--- config.mk ---
export PLATFORM = sky130hd
export DESIGN_NAME = lfm_sweep_analyzer
export DESIGN_NICKNAME = d
export VERILOG_FILES = /design/src/rtl/lfm_pkg.sv /design/src/rtl/lfm_diff_stage.sv /design/src/rtl/lfm_sweep_analyzer.sv
export SDC_FILE = /design/constraint.sdc
export NUM_CORES = 1
export LEC_CHECK = 0
export CAP_MARGIN = 20
export CORE_ASPECT_RATIO = 1.5
export CORE_MARGIN = 2
export CORE_UTILIZATION = 50
export CTS_BUF_LIST = sky130_fd_sc_hd__clkbuf_8
export DETAILED_ROUTE_END_ITERATION = 7
export PLACE_DENSITY = 0.73
export SYNTH_ARGS = -nofsm -noshare
export SYNTH_HDL_FRONTEND = slang
export SYNTH_SLANG_ARGS = --single-unit
--- constraint.sdc ---
create_clock -name clk -period 11.4 [get_ports clk]
set_input_delay 1.71 -clock clk [delete_from_list [all_inputs] [get_ports clk]]
set_output_delay 1.71 -clock clk [all_outputs]
set_load 0.01 [all_outputs]
--- src/rtl/lfm_pkg.sv ---
// Shared types and defaults for the LFM receive-side sweep analyzer.
package lfm_pkg;

   localparam int LFM_PHASE_W = 32;

   typedef enum logic [2:0] {
      ST_EMPTY,
      ST_ONE,
      ST_TWO,
      ST_ACQ,
      ST_TRACK
   } lfm_state_e;

   typedef logic signed [LFM_PHASE_W-1:0] phase_t;
   typedef logic signed [LFM_PHASE_W-1:0] rate_t;

endpackage

--- src/rtl/lfm_diff_stage.sv ---
// First-difference unit: registered diff = x[n] - x[n-1], valid from the 2nd input.
// The look_* outputs expose the same difference combinationally so stages cascade without extra latency.
module lfm_diff_stage
   import lfm_pkg::*;
#(
   parameter int W = LFM_PHASE_W
) (
   input  logic         clk,
   input  logic         reset,
   input  logic         clear,
   input  logic         valid_i,
   input  logic [W-1:0] x_i,
   output logic         valid_o,
   output logic [W-1:0] diff_o,
   output logic         look_valid_o,
   output logic [W-1:0] look_diff_o
);

   logic [W-1:0] prev_q;
   logic         have_q;
   logic         valid_q;
   logic [W-1:0] diff_q;

   assign look_valid_o = valid_i && have_q;
   assign look_diff_o  = x_i - prev_q;

   always_ff @(posedge clk or negedge reset) begin
      if (!reset) begin
         prev_q  <= '0;
         have_q  <= 1'b0;
         valid_q <= 1'b0;
         diff_q  <= '0;
      end else if (clear) begin
         prev_q  <= '0;
         have_q  <= 1'b0;
         valid_q <= 1'b0;
         diff_q  <= '0;
      end else begin
         valid_q <= look_valid_o;
         if (valid_i) begin
            prev_q <= x_i;
            have_q <= 1'b1;
            if (have_q) diff_q <= look_diff_o;
         end
      end
   end

   assign valid_o = valid_q;
   assign diff_o  = diff_q;

endmodule

--- src/rtl/lfm_sweep_analyzer.sv ---
// LFM phase-stream monitor: recovers frequency and chirp rate, tracks direction and sweep length.
// Optional rate-constancy checker enabled by defining LFM_RX_RATE_CHECK_EN.
module lfm_sweep_analyzer
   import lfm_pkg::*;
#(
   parameter int PHASE_W  = LFM_PHASE_W,
   parameter int CNT_W    = 24,
   parameter int RATE_TOL = 4
) (
   input  logic               clk,
   input  logic               reset,
   input  logic               clear,
   input  logic               phase_valid,
   input  logic [PHASE_W-1:0] phase_data,
   output logic               freq_valid,
   output logic [PHASE_W-1:0] freq_data,
   output logic               rate_valid,
   output logic [PHASE_W-1:0] rate_data,
   output logic               dir_up,
   output logic               dir_known,
   output logic               foldback,
   output logic               sweep_len_valid,
   output logic [CNT_W-1:0]   sweep_len,
   output logic               rate_err
);

   localparam logic [CNT_W-1:0] CNT_MAX = '1;

   logic               accept;
   logic               freq_look_valid;
   logic [PHASE_W-1:0] freq_look;
   logic               rate_ok;
   logic [PHASE_W-1:0] rate_now;
   logic               rate_nz;
   logic               rate_neg;
   logic               reversal;

   lfm_state_e         state_q;
   logic               dir_up_q;
   logic               dir_known_q;
   logic [CNT_W-1:0]   cnt_q;
   logic               fold_q;
   logic [CNT_W-1:0]   len_q;

   // A sample coincident with clear is dropped.
   assign accept = phase_valid && !clear;

   lfm_diff_stage #(.W(PHASE_W)) u_freq (
      .clk          (clk),
      .reset        (reset),
      .clear        (clear),
      .valid_i      (accept),
      .x_i          (phase_data),
      .valid_o      (freq_valid),
      .diff_o       (freq_data),
      .look_valid_o (freq_look_valid),
      .look_diff_o  (freq_look)
   );

   lfm_diff_stage #(.W(PHASE_W)) u_rate (
      .clk          (clk),
      .reset        (reset),
      .clear        (clear),
      .valid_i      (freq_look_valid),
      .x_i          (freq_look),
      .valid_o      (rate_valid),
      .diff_o       (rate_data),
      .look_valid_o (rate_ok),
      .look_diff_o  (rate_now)
   );

   assign rate_nz  = rate_ok && (|rate_now);
   assign rate_neg = rate_now[PHASE_W-1];
   // Reversal: a nonzero rate whose sign disagrees with the tracked direction.
   assign reversal = accept && (state_q == ST_TRACK) && rate_nz && (rate_neg == dir_up_q);

   always_ff @(posedge clk or negedge reset) begin
      if (!reset) begin
         state_q     <= ST_EMPTY;
         dir_up_q    <= 1'b0;
         dir_known_q <= 1'b0;
         cnt_q       <= '0;
         fold_q      <= 1'b0;
         len_q       <= '0;
      end else if (clear) begin
         state_q     <= ST_EMPTY;
         dir_up_q    <= 1'b0;
         dir_known_q <= 1'b0;
         cnt_q       <= '0;
         fold_q      <= 1'b0;
         len_q       <= '0;
      end else begin
         fold_q <= 1'b0;
         if (accept) begin
            case (state_q)
               ST_EMPTY: state_q <= ST_ONE;
               ST_ONE:   state_q <= ST_TWO;
               ST_TWO:   state_q <= ST_ACQ;
               ST_ACQ: begin
                  if (rate_nz) begin
                     state_q     <= ST_TRACK;
                     dir_up_q    <= !rate_neg;
                     dir_known_q <= 1'b1;
                     cnt_q       <= CNT_W'(1);
                  end
               end
               ST_TRACK: begin
                  if (reversal) begin
                     fold_q   <= 1'b1;
                     len_q    <= cnt_q;
                     dir_up_q <= !dir_up_q;
                     cnt_q    <= CNT_W'(1);
                  end else if (cnt_q != CNT_MAX) begin
                     cnt_q <= cnt_q + CNT_W'(1);
                  end
               end
               default: state_q <= ST_EMPTY;
            endcase
         end
      end
   end

   assign dir_up          = dir_up_q;
   assign dir_known       = dir_known_q;
   assign foldback        = fold_q;
   assign sweep_len_valid = fold_q;
   assign sweep_len       = len_q;

`ifdef LFM_RX_RATE_CHECK_EN
   logic [PHASE_W-1:0] rate_prev_q;
   logic               post_fold_q;
   logic               rate_err_q;
   logic [PHASE_W:0]   rate_delta;
   logic [PHASE_W:0]   rate_delta_abs;

   // One extra bit keeps the signed difference of two full-range rates exact.
   assign rate_delta     = {rate_now[PHASE_W-1], rate_now} - {rate_prev_q[PHASE_W-1], rate_prev_q};
   assign rate_delta_abs = rate_delta[PHASE_W] ? (~rate_delta + 1'b1) : rate_delta;

   always_ff @(posedge clk or negedge reset) begin
      if (!reset) begin
         rate_prev_q <= '0;
         post_fold_q <= 1'b0;
         rate_err_q  <= 1'b0;
      end else if (clear) begin
         rate_prev_q <= '0;
         post_fold_q <= 1'b0;
         rate_err_q  <= 1'b0;
      end else if (accept) begin
         if (rate_ok) rate_prev_q <= rate_now;
         post_fold_q <= reversal;
         if ((state_q == ST_TRACK) && !reversal && !post_fold_q &&
             (rate_delta_abs > (PHASE_W+1)'(RATE_TOL)))
            rate_err_q <= 1'b1;
      end
   end

   assign rate_err = rate_err_q;
`else
   assign rate_err = 1'b0;
`endif

endmodule

==> impl_metrics.yaml <==
sta:
  maxClockFrequency_mhz: 114
  setup_viol: 0
  setup_tns_ns: 0
  setup_ws_ns: 2.66
  slew_headroom_pct: 34.4
  finalHoldViolCount: 0
  drv_slew: 0
  worst_slew_pin_slew_ns: 0.984
  rsz0062_at_grt: "no"
  fin_crit_ns: 8.74
  period_share_pct: 76.7
  fin_skew_ns: 0.0184
cts:
  ctsHoldBuffers: 0
  clockBufferDepth: 2
  cts_sinks: 186
  post_cts_buffers: 0
  cts-root-buf: "clkbuf_8"
  clk_pin_slew_ns: 0.10
  post_cts_resized: 0
  clock_latency_ns: 0.48
  cts_tree: "built"
  htreeDepth: 4
  cts-buffers-inserted: 17
drt:
  wire_per_inst_um: 16.9
  firstDrtPassIters: 5
  via_per_inst: 5.76
  drt_iter0_markers: 472
  drt-total-wl_um: 28400
  antenna_left: 0
  drc: 0
  via_count: 9695
pwr:
  pwr-share-comb_pct: 36.4
  p_leak_nw: 6.16
  p_switching_mw: 0.671
  seqPwrFrac_pct: 38.2
  clkPwrFrac_pct: 25.4
  vdd_drop_max_mv: 0.0783
  sw_frac_of_total_pct: 36.4
  p_int_mw: 1.17
  power_density_nw_per_um2: 138
yosys:
  synth.largest_area_cell: "dfrtp_1"
  synth_top_area_share_pct: 40.5
  synth-compound-area-share_pct: 20.6
  ys_ff_latch: 186
  synth.most_common_cell: "dfrtp_1"
  yosysUniqueCellTypes: 80
  syn_inst: 1293
  synthArstFlopShare_pct: 100
  ys_seq_area_share_pct: 40.5
  ys_warn_count: 0
  synth_edf_count: 0
  syn_area_per_cell_um2: 8.90
  synth_simple_gate_area_share_pct: 17.3
  muxShareOfSynthArea_pct: 4.48
  synth_top_family_by_area: "compound AO/OA/AOI/OAI gates"
  synth_xor_area_share_pct: 4.19
  syn-cell-area_um2: 11500
  synth_fa_ha_area_share_pct: 7.20
  syn_nets: 1394
  yosys-top-cells-count: "186 x dfrtp_1, 182 x nand2_1, 104 x inv_1, 101 x nor2_1, 80 x o21ai_0"
  synth_top_flop_cell: "dfrtp_1"
  ys_top_cells_by_area: "dfrtp_1 40%, ha_1 6.9%, nand2_1 5.9%"
die:
  die_h_um: 190
  fp.coreArea_um2: 22800
  die_x_um: 128
  start_util_pct: 50.5
  ioPinCount: 131
  die-area_um2: 24300
  rows: 68
cells_and_area:
  fin_cells: 1683
  antenna_cells: 0
  nets: 1491
  area_growth_pct: 16.1
  drive_above_1_share_pct: 5.70
worst_setup_path:
  cpPeakStageDelay_ns: 0.81
  required_ns: 11.79
  worstPathBufferInverterCount: 3
  crit_fanout: 25
  worst_path_most_repeated_cell: "a21oi_1"
  r2r_start: "u_freq.prev_q[0]"
  worstSetupPathType: "input pin to register"
  cp.arrival_ns: 9.13
  worst_setup_path_end_kind: "register"
  startpoint_type: "input pin"
  crit_start: "phase_data[0]"
  cp_top_family: "compound AO/OA/AOI/OAI gates"
  cpMaxStageDelayCell: "and2_1"
worst_hold_path:
  hold_start: "u_rate.prev_q[18]"
  hold_class: "register to register"
place:
  pre_cts_ws_ns: 2.19
  placedCellCount: 1651
  post-dp-hpwl_um: 21300
  gp_congestion: 0.912
  port_buffers: 129
global_route:
  antenna_found_initial: 0
  grt_pass1_vias: 9548
  grt_overflow: 0
  grt_start_max_net_pins: 121
  grt_pass1_wl_um: 46700
  grt_usage_pct: 23.8
run_status:
  outcome: "completed"
job:
  maxCapViolCount: 0
[layer usage]
metal / GRT usage, % / vias up / wire length, um
met5: 0 / - / 0
met2: 41.9 / 261 / 14300
met4: 10.3 / 0 / 978
met1: 29.0 / 4641 / 12000
met3: 3.52 / 71 / 1060
li1: - / 4722 / -
[flip-flops by register name (all words and copies together) (netlist names)]
signal,count
u_freq.diff_o,32
sweep_len,24
state_q,3
u_freq.have_q,1
u_freq.valid_o,1
u_rate.valid_o,1
u_rate.have_q,1
foldback,1
dir_known,1
dir_up,1
u_rate.prev_q,32
u_freq.prev_q,32
cnt_q,24
u_rate.diff_o,32
[final timing paths]
path / to / slack, ns / depth (start not counted)
max: cnt_q[3] / 2.66 / 29
min: u_rate.prev_q[18] / 0.48 / 2
max reg2reg: cnt_q[3] / 4.03 / 27
min reg2reg: u_rate.prev_q[18] / 0.48 / 2
max in group asynchronous: u_rate.prev_q[22] / 8.62 / 2
min in group asynchronous: u_freq.diff_o[0] / 1.37 / 1
[stage by stage]
stage / cell area, um2 / total power [mW] / hold WS, ns / util [%]
2_1_floorplan: 11500 / 1.20 / 0.446 / -
3_3_place_gp: 12900 / 1.38 / 0.459 / 56.8
3_5_place_dp: 12900 / 1.38 / 0.462 / 56.8
4_1_cts: 13400 / 1.85 / 0.485 / 58.6
5_1_grt: 13400 / 1.96 / 0.509 / 58.6
6_report: 13400 / 1.85 / 0.480 / 58.6
[cell usage in the layout, fill, tap and decap left out, types with 10 or more instances in the layout]
master,instances
a211oi_1,11
a21o_1,38
a21oi_1,68
a22o_1,23
a22oi_1,14
a31oi_1,10
and3_1,11
clkbuf_8,19
clkdlybuf4s50_1,126
dfrtp_1,186
ha_1,63
inv_1,105
mux2i_1,47
nand2_1,182
nand3_1,32
nand3b_1,18
nand4_1,13
nor2_1,101
nor2b_1,10
nor3_1,13
o21a_1,12
o21ai_0,80
o31ai_1,10
xnor2_1,36
xor2_1,19
[cells by family after synthesis]
logic type	after synthesis
other	1
XOR/XNOR	55
adder cells (fa/ha/maj)	65
flip-flops	186
multiplexers	51
AO/OA/AOI/OAI	341
buffers and inverters	163
AND/OR/NAND/NOR	431
[area by class of cell]
| class | count | area [um2] |
|---|---|---|
| clock buffer | 18 | 248 |
| clock inverter | 14 | 169 |
| fill | 2122 | 9440 |
| inverter | 104 | 390 |
| multi-input combinational | 944 | 6200 |
| sequential | 186 | 4650 |
| tap | 280 | 350 |
| timing repair buffer | 137 | 1350 |
[power by group through the flow]
stage	Sequential, mW	Combinational [mW]	Clock [mW]
6_report	0.705	0.671	0.469
5_1_grt	0.709	0.745	0.503
4_1_cts	0.705	0.668	0.479
3_5_place_dp	0.718	0.665	0
3_3_place_gp	0.717	0.660	0
2_1_floorplan	0.719	0.481	0
[worst min-delay path, cell delays in order (launching register included)]
cell	delay [ns]
dfrtp_1	0.35
nand2_1	0.05
nand2_1	0.05
No activity file was read; power rests on OpenSTA's default activity.
